**config.mk**
```make
export PLATFORM = sky130hd
export DESIGN_NAME = jump_sequencer
export DESIGN_NICKNAME = d
export VERILOG_FILES = /design/src/rtl/jump_sequencer.sv
export SDC_FILE = /design/constraint.sdc
export NUM_CORES = 1
export LEC_CHECK = 0
export CAP_MARGIN = 20
export CORE_MARGIN = 2
export CORE_UTILIZATION = 35
export CTS_CLUSTER_SIZE = 24
export DETAILED_ROUTE_END_ITERATION = 7
export GPL_TIMING_DRIVEN = 0
export PLACE_DENSITY = 0.7
export SKIP_LAST_GASP = 1
export SLEW_MARGIN = 10
export SYNTH_ARGS = -nofsm -noshare
export SYNTH_HDL_FRONTEND = slang
export SYNTH_SLANG_ARGS = --single-unit
```
**constraint.sdc**
```tcl
create_clock -name CLK -period 7.2 [get_ports CLK]
set_input_delay 1.44 -clock CLK [delete_from_list [all_inputs] [get_ports CLK]]
set_output_delay 1.44 -clock CLK [all_outputs]
set_load 0.05 [all_outputs]
```
**src/rtl/jump_sequencer.sv**
```systemverilog
// Character jump controller: walk, charge-up and ballistic jump sequencing,
// advanced once per video frame, emitting signed per-frame X/Y motion steps.
module jump_sequencer #(
    parameter int CHARGE_DIV = 3,
    parameter int CHARGE_MAX = 15,
    parameter int JUMP_X     = 2,
    parameter int FALL_MAX   = 4
) (
    input  logic       CLK,
    input  logic       Reset,
    input  logic       frame_tick,
    input  logic [7:0] keycode0,
    input  logic [7:0] keycode1,
    input  logic       left_collide,
    input  logic       right_collide,
    input  logic       top_collide,
    input  logic       bottom_collide,
    output logic [9:0] Char_X_Motion,
    output logic [9:0] Char_Y_Motion,
    output logic [3:0] charge_level,
    output logic [3:0] HEXstate,
    output logic       airborne
);

    // state  | meaning
    // IDLE   | grounded, standing still
    // WALK   | grounded, stepping one pixel per frame
    // CHARGE | SPACE held, building jump charge
    // RISE   | airborne, upward speed decaying
    // FALL   | airborne, accelerating down to terminal speed
    // LAND   | one-frame touchdown, clears jump context
    typedef enum logic [2:0] {
        ST_IDLE   = 3'd0,
        ST_WALK   = 3'd1,
        ST_CHARGE = 3'd2,
        ST_RISE   = 3'd3,
        ST_FALL   = 3'd4,
        ST_LAND   = 3'd5
    } state_t;

    localparam logic [7:0] KEY_SPACE = 8'h2C;
    localparam logic [7:0] KEY_LEFT  = 8'h04;
    localparam logic [7:0] KEY_RIGHT = 8'h07;

    localparam int               DIV_W    = (CHARGE_DIV > 1) ? $clog2(CHARGE_DIV) : 1;
    localparam logic [DIV_W-1:0] DIV_LAST = DIV_W'(CHARGE_DIV - 1);
    localparam logic [3:0]       CHG_MAX  = 4'(CHARGE_MAX);
    localparam logic [9:0]       JX       = 10'(JUMP_X);
    localparam logic [9:0]       VY_FMAX  = 10'(FALL_MAX);

    // direction is a 2-bit signed value: -1, 0 or +1
    localparam logic [1:0] DIR_NONE = 2'b00;
    localparam logic [1:0] DIR_POS  = 2'b01;
    localparam logic [1:0] DIR_NEG  = 2'b11;

    state_t           state, state_nxt;
    logic [3:0]       charge, charge_nxt;
    logic [DIV_W-1:0] div_cnt, div_nxt;
    logic [9:0]       vy, vy_nxt;
    logic [1:0]       dir, dir_nxt;
    logic [9:0]       x_mot, x_nxt;
    logic [9:0]       y_mot, y_nxt;

    logic       space_held, left_raw, right_raw, left_held, right_held;
    logic [1:0] key_dir;
    logic [9:0] walk_x;
    logic       wall_hit;
    logic [9:0] air_x;
    logic [1:0] air_dir;
    logic       div_wrap;
    logic [3:0] charge_up;
    logic [3:0] charge_cand;
    logic [9:0] launch_vy;
    logic [9:0] vy_dec;
    logic [9:0] vy_inc;

    function automatic logic [9:0] dir_step(input logic [1:0] d);
        case (d)
            DIR_POS: dir_step = JX;
            DIR_NEG: dir_step = 10'd0 - JX;
            default: dir_step = 10'd0;
        endcase
    endfunction

    assign space_held = (keycode0 == KEY_SPACE) || (keycode1 == KEY_SPACE);
    assign left_raw   = (keycode0 == KEY_LEFT)  || (keycode1 == KEY_LEFT);
    assign right_raw  = (keycode0 == KEY_RIGHT) || (keycode1 == KEY_RIGHT);
    assign left_held  = left_raw  && !right_raw;
    assign right_held = right_raw && !left_raw;
    assign key_dir    = right_held ? DIR_POS : (left_held ? DIR_NEG : DIR_NONE);

    // grounded step is zeroed when a wall blocks the requested direction
    assign walk_x = right_held ? (right_collide ? 10'd0 : 10'd1)
                  : left_held  ? (left_collide  ? 10'd0 : 10'h3FF)
                  : 10'd0;

    assign wall_hit = (left_collide && (dir == DIR_NEG)) || (right_collide && (dir == DIR_POS));
    assign air_x    = wall_hit ? 10'd0 : dir_step(dir);
    assign air_dir  = wall_hit ? (2'b00 - dir) : dir;

    assign div_wrap    = (div_cnt >= DIV_LAST);
    assign charge_up   = (charge == CHG_MAX) ? charge : charge + 4'd1;
    assign charge_cand = div_wrap ? charge_up : charge;
    assign launch_vy   = {6'd0, charge_cand} + 10'd1;

    assign vy_dec = vy - 10'd1;
    assign vy_inc = (vy >= VY_FMAX) ? VY_FMAX : vy + 10'd1;

    always_comb begin
        state_nxt  = state;
        charge_nxt = charge;
        div_nxt    = div_cnt;
        vy_nxt     = vy;
        dir_nxt    = dir;
        x_nxt      = 10'd0;
        y_nxt      = 10'd0;

        case (state)
            ST_IDLE: begin
                if (!bottom_collide) begin
                    state_nxt = ST_FALL;
                    vy_nxt    = 10'd0;
                end else if (space_held) begin
                    state_nxt  = ST_CHARGE;
                    charge_nxt = 4'd0;
                    div_nxt    = '0;
                end else if (key_dir != DIR_NONE) begin
                    state_nxt = ST_WALK;
                    x_nxt     = walk_x;
                end
            end
            ST_WALK: begin
                if (!bottom_collide) begin
                    state_nxt = ST_FALL;
                    vy_nxt    = 10'd0;
                end else if (space_held) begin
                    state_nxt  = ST_CHARGE;
                    charge_nxt = 4'd0;
                    div_nxt    = '0;
                end else if (key_dir == DIR_NONE) begin
                    state_nxt = ST_IDLE;
                end else begin
                    x_nxt = walk_x;
                end
            end
            ST_CHARGE: begin
                div_nxt    = div_wrap ? '0 : div_cnt + DIV_W'(1);
                charge_nxt = charge_cand;
                // launch on release, or when a further increment would exceed saturation
                if (!space_held || (div_wrap && (charge == CHG_MAX))) begin
                    state_nxt = ST_RISE;
                    dir_nxt   = key_dir;
                    vy_nxt    = launch_vy;
                    y_nxt     = 10'd0 - launch_vy;
                    x_nxt     = dir_step(key_dir);
                end
            end
            ST_RISE: begin
                dir_nxt = air_dir;
                x_nxt   = air_x;
                if (top_collide || (vy <= 10'd1)) begin
                    state_nxt = ST_FALL;
                    vy_nxt    = 10'd0;
                end else begin
                    vy_nxt = vy_dec;
                    y_nxt  = 10'd0 - vy_dec;
                end
            end
            ST_FALL: begin
                if (bottom_collide) begin
                    state_nxt = ST_LAND;
                    vy_nxt    = 10'd0;
                end else begin
                    dir_nxt = air_dir;
                    x_nxt   = air_x;
                    vy_nxt  = vy_inc;
                    y_nxt   = vy_inc;
                end
            end
            ST_LAND: begin
                state_nxt  = ST_IDLE;
                dir_nxt    = DIR_NONE;
                charge_nxt = 4'd0;
                div_nxt    = '0;
            end
            default: begin
                state_nxt  = ST_IDLE;
                dir_nxt    = DIR_NONE;
                charge_nxt = 4'd0;
                div_nxt    = '0;
                vy_nxt     = 10'd0;
            end
        endcase
    end

    always_ff @(posedge CLK or negedge Reset) begin
        if (!Reset) begin
            state   <= ST_IDLE;
            charge  <= 4'd0;
            div_cnt <= '0;
            vy      <= 10'd0;
            dir     <= DIR_NONE;
            x_mot   <= 10'd0;
            y_mot   <= 10'd0;
        end else if (frame_tick) begin
            state   <= state_nxt;
            charge  <= charge_nxt;
            div_cnt <= div_nxt;
            vy      <= vy_nxt;
            dir     <= dir_nxt;
            x_mot   <= x_nxt;
            y_mot   <= y_nxt;
        end
    end

    assign Char_X_Motion = x_mot;
    assign Char_Y_Motion = y_mot;
    assign charge_level  = charge;
    assign HEXstate      = {1'b0, state};
    assign airborne      = (state == ST_RISE) || (state == ST_FALL);

endmodule

```
Word level (Yosys, flattened, before mapping)
Cells that the tools add are included.

Output and inout port bits: 29. Logic and storage cells: 120. Register bits after elaboration: 41.

Equality and inequality tests: 25. Mux-type cells: 50. Add/sub/neg operators: 8. Order comparisons: 3. Reductions and logical operators: 24. Bitwise gates (word level): 3.

Operator list (number): 10-bit 2-to-1 mux (19); 10-bit case mux with 5 select lines (2); 10-bit case mux with 2 select lines (2); 8-bit by 3-bit == test with 1-bit output, second input constant (4); 10-bit case mux with 3 select lines (1); 3-bit 2-to-1 mux (9); 8-bit by 6-bit == test with 1-bit output, second input constant (2); 2-bit 2-to-1 mux (8); 4-bit 2-to-1 mux (4); 3-bit case mux with 5 select lines (1); 4-bit case mux with 3 select lines (1); 4-bit AND reduction (3); 10-bit by 1-bit adder with 10-bit output, second input constant (1); 10-bit by 3-bit >= comparator with 1-bit output, second input constant (1); 10-bit by 1-bit less-or-equal comparator with 1-bit output, second input constant (1); 2-bit != test, second input constant (5); 1-bit by 10-bit subtractor with 10-bit output, first input constant (1); 10-bit by 1-bit subtractor with 10-bit output, second input constant (1); 4-bit != test, second input constant (2); 2-bit case mux with 4 select lines (1); 1-bit logical OR (7); 3-bit by 2-bit == test with 1-bit output, second input constant (2); 3-bit == test, second input constant (2); 2-bit case mux with 3 select lines (1); 20 further kinds (32).

Depth between registers and ports, before layout
Depth after elaboration: 11. Depth in mapped cells: 12. Mapped depth without buffers: 11.

Worst setup path before layout
Ideal clock, no wire load.

Path type: input-to-reg. From: input keycode0[4]. To: register state[0]. Arrival time: 3.639 ns. Data required time: 7.075 ns. Buffers on the path: 0. Slack: 3.436 ns. Cell stages on the path: 7. Cell sequence: or4b_4 -> or3_2 -> o32ai_1 -> ha_1 -> xnor2_1 -> o21ai_2 -> mux2_2.

Cells in the longest elaborated chain, start to end: 9.

RTL lines: from (decl) (line 12) `input logic [7:0] keycode0,`; 8-bit by 3-bit == test with 1-bit output (line 87) `assign right_raw = (keycode0 == KEY_RIGHT) || (keycode1 == KEY_RIGHT);`; 1-bit logical OR (line 87); 1-bit logical NOT (line 88) `assign left_held = left_raw && !right_raw;`; 1-bit logical AND (line 88); 2-bit 2-to-1 mux (2 in series) (line 90) `assign key_dir = right_held ? DIR_POS : (left_held ? DIR_NEG : DIR_NONE);`; 2-bit logical NOT or 2-bit nonzero test (tied branches) (line 140, 127); 4-bit != test (no line); 6-bit AND reduction (no line); to (signal assigned) (line 206) `state <= state_nxt;`; to (decl) (line 56) `state_t state, state_nxt;`.

Several ways; a longest one is shown, not always the timed one. A chain may end at the register's enable or synchronous reset.

Worst setup path after layout
From: input keycode0[4]. To: register state[1].

Same word-level chain as after synthesis.

==> flow_summary_export.csv <==
group,metric,value,unit
cells_and_area,fin_nets,408,
floorplanning,die_area,8420,um^2
pwr,power,768,uW
floorplanning,num_rows,32,
clocking,clock_path_buffers,2,
status,status,"complete, no violations",
floorplanning,coreArea,7610,um^2
yosys,synth_compound_area_share,23.1,%
setup_path,endpoint_kind,"register",
yosys,synth_top_family_by_area,"compound AO/OA/AOI/OAI gates",
pwr,p_sw_share,39.6,%
pwr,p_clk_share,23.8,%
yosys,syn_nets,352,
setup_path,crit_chain,"clkdlybuf4s50_1 > or4b_4 > or3_2 > o32ai_1 > ha_1 > xnor2_1 > o21ai_2 > mux2_2",
clocking,ctsResizeCount,0,
yosys,synth-adder-area-share,5.10,%
setup_path,r2r_cells,12,
drt,drt_pass1_iterations,4,
drt,drt_iter0_markers,111,
drt,wl_per_cell,13.5,um
hold_path,worstHoldPathCells,1,
global_route,grt_pass1_vias,2327,
timing,post-route-min-period,4.04,ns
drt,vias,2471,
pwr,switching_power,304,uW
yosys,synth_mux_area_share,2.46,%
hold_path,hold_class,"register to register",
yosys,synth_seq_area_share,31.6,%
place,gp_congestion,0.852,
setup_path,critPathMaxStageDelay,0.54,ns
clocking,cts-root-buf,"clkbuf_8",
drt,post_drt_via_cell_ratio,5.19,
setup_path,slowest_stage,"or4b_4",
pwr,ir_worst_vdd,175,uV
place,dp_hpwl,4.98,mm
global_route,grt_max_degree,35,
yosys,yosysWarnings,0,
setup_path,start_kind,"input port",
pwr,p_comb_share,47.1,%
setup_path,required,7.38,ns
clocking,cts_buffers,5,
timing,worst_pin_slew,0.785,ns
drt,drc,0,
timing,post-route-period-util,56.1,%
clocking,clkLatencyLatePin,0.29,ns
drt,drtAntennaViolNets,0,
timing,hold_viol,0,
drt,wl,6.44,mm
yosys,ys.flop_type,"dfrtp_1",
yosys,synth_xor_area_share,6.50,%
floorplanning,start_util,35.4,%
pwr,seqPwrFrac,29.1,%
drt,top_layer,"met4",
floorplanning,die_w,91.8,um
clocking,cts_setup_buffers,0,
clocking,cts_tree,"yes",
global_route,grt_pass1_wl,10.9,mm
drt,wl_met3,266,um
setup_path,critPathKind,"input port to register",
timing,rsz0062_at_grt,"no",
floorplanning,io_pins,52,
clocking,clock-sinks,34,
clocking,cts_max_level,2,
setup_path,critPathMaxFanout,4,
setup_path,crit_cells,8,
drt,drt-met1-wl,3.18,mm
pwr,internal_power,463,uW
yosys,synth-seq-cells,34,
global_route,antenna_found_initial,0,
timing,tns,0,ns
global_route,grt-ovfl-total,0,
setup_path,arrival,4.22,ns
timing,drv_slew,0,
yosys,synth_simple_gate_area_share,21.4,%
drt,route.met2.wl,2.90,mm
timing,clock.fmax,248,MHz
clocking,cts_hold_buffers,0,
cells_and_area,fillers,786,
timing,finalSetupViolations,0,
place,io_buffers,49,
yosys,netlist_area,2700,um^2
yosys,syn_area_per_cell,8.48,um^2
yosys,synth_edf_count,0,
yosys,syn-instance-count,318,
yosys,synthArstFlopShare,100,%
clocking,cts.clk_slew.worst_paths,0.07,ns
pwr,p_leak,0.00140,uW
floorplanning,die_h,91.8,um
timing,relSlewSlack,47.6,%
yosys,synth_cell_types,59,
setup_path,critPathBufInv,1,
cells_and_area,synthToLayoutAreaGrowth,26.9,%
flow_run,cap_violations,0,
timing,worst_clock_skew,0.00583,ns
setup_path,critPathTopFamily,"simple AND/OR/NAND/NOR gates",
cells_and_area,layout-drive-gt1-share,12.8,%
cells_and_area,antenna_cells,0,
pwr,powerDensity,224,nW/um^2
global_route,grt_use_total,16.0,%
[per-stage QoR]
| step | setup WS [ns] | instances | utilization [%] | hold WS (ns) | instance area (um^2) |
|---|---|---|---|---|---|
| 2_1_floorplan | 3.44 | 318 | - | 0.475 | 2700 |
| 3_3_place_gp | 2.89 | 469 | 43.6 | 0.478 | 3310 |
| 3_5_place_dp | 2.86 | 469 | 43.5 | 0.510 | 3310 |
| 4_1_cts | 3.17 | 476 | 45.0 | 0.527 | 3420 |
| 5_1_grt | 3.01 | 476 | 45.0 | 0.539 | 3420 |
| 6_report | 3.16 | 476 | 45.0 | 0.520 | 3420 |
[final timing paths]
path / start / slack, ns / end
min in group asynchronous: Reset / 1.23 / vy[2]
setup / recovery: keycode0[4] / 3.16 / state[1]
hold / removal: div_cnt[0] / 0.52 / div_cnt[1]
hold reg to reg: div_cnt[0] / 0.52 / div_cnt[1]
max in group asynchronous: Reset / 5.48 / Char_Y_Motion[5]
setup reg to reg: charge_level[0] / 3.92 / Char_Y_Motion[3]
[cells in the mapped netlist, types with 4 or more instances]
cell | number | area [um^2]
nor2_1 | 30 | 113
a31oi_1 | 4 | 25.0
ha_1 | 11 | 138
buf_4 | 10 | 75.1
a21oi_1 | 12 | 60.1
o31ai_1 | 10 | 75.1
buf_2 | 5 | 25.0
inv_1 | 22 | 82.6
nand3_1 | 9 | 45.0
o221ai_1 | 8 | 70.1
clkbuf_1 | 5 | 18.8
or2_2 | 4 | 25.0
buf_6 | 5 | 56.3
nand2b_1 | 4 | 25.0
xnor2_1 | 11 | 96.3
nor3b_1 | 4 | 30.0
nor3_1 | 9 | 45.0
nand2_1 | 26 | 97.6
xor2_1 | 9 | 78.8
dfrtp_1 | 34 | 851
mux2_2 | 5 | 56.3
o21ai_0 | 23 | 115
[state kept, by name, summed over array words and instances, names as in the netlist]
| signal | flops |
|---|---|
| Char_Y_Motion | 10 |
| dir | 2 |
| div_cnt | 2 |
| Char_X_Motion | 3 |
| vy | 10 |
| charge_level | 4 |
| state | 3 |
[cell families (layout without fill, tap and decap cells)]
kind of cell             after synthesis  count (layout)
buffers and inverters                 48             104
AND/OR/NAND/NOR                      110             110
XOR/XNOR                              20              20
other                                  1               1
AO/OA/AOI/OAI                         88              88
adder cells (fa/ha/maj)               11              11
multiplexers                           6               6
flip-flops                            34              34
[final cells by class]
type                    count  area (um^2)  share of cell area (%)
clock buffers               6         82.6                    2.41
inverters                  22         82.6                    2.41
well taps                 102          128                    3.73
repair buffers             49          485                    14.2
plain buffers              26          179                    5.23
multi-input cells         236         1580                    46.3
clock inverters             1         30.0                   0.878
flip-flops and latches     34          851                    24.9
[layer usage]
layer	global-route usage, %	up-vias
li1	-	1239
met1	21.9	1169
met2	25.2	53
met3	2.88	10
met4	5.97	0
met5	0	-
[power by group through the flow]
stage          registers (uW)  clock network, uW  logic, uW
5_1_grt                   226                193        393
6_report                  223                183        362
4_1_cts                   223                187        362
3_5_place_dp              227                  0        360
2_1_floorplan             252                  0        242
3_3_place_gp              226                  0        357
[layout by cell type (no fill, tap or decap), types with 4 or more instances in the layout]
cell type | netlist | layout
a21oi_1 | 12 | 12
xnor2_1 | 11 | 11
ha_1 | 11 | 11
nand2b_1 | 4 | 4
clkdlybuf4s50_1 | 0 | 48
nor3_1 | 9 | 9
buf_2 | 5 | 6
dfrtp_1 | 34 | 34
clkbuf_1 | 5 | 5
o31ai_1 | 10 | 10
buf_4 | 10 | 10
o21ai_0 | 23 | 23
buf_6 | 5 | 5
nand2_1 | 26 | 26
or2_2 | 4 | 4
nor3b_1 | 4 | 4
inv_1 | 22 | 22
mux2_2 | 5 | 5
clkbuf_8 | 0 | 6
xor2_1 | 9 | 9
a31oi_1 | 4 | 4
o221ai_1 | 8 | 8
nor2_1 | 30 | 30
nand3_1 | 9 | 9
(Power assumes the default switching activity.)
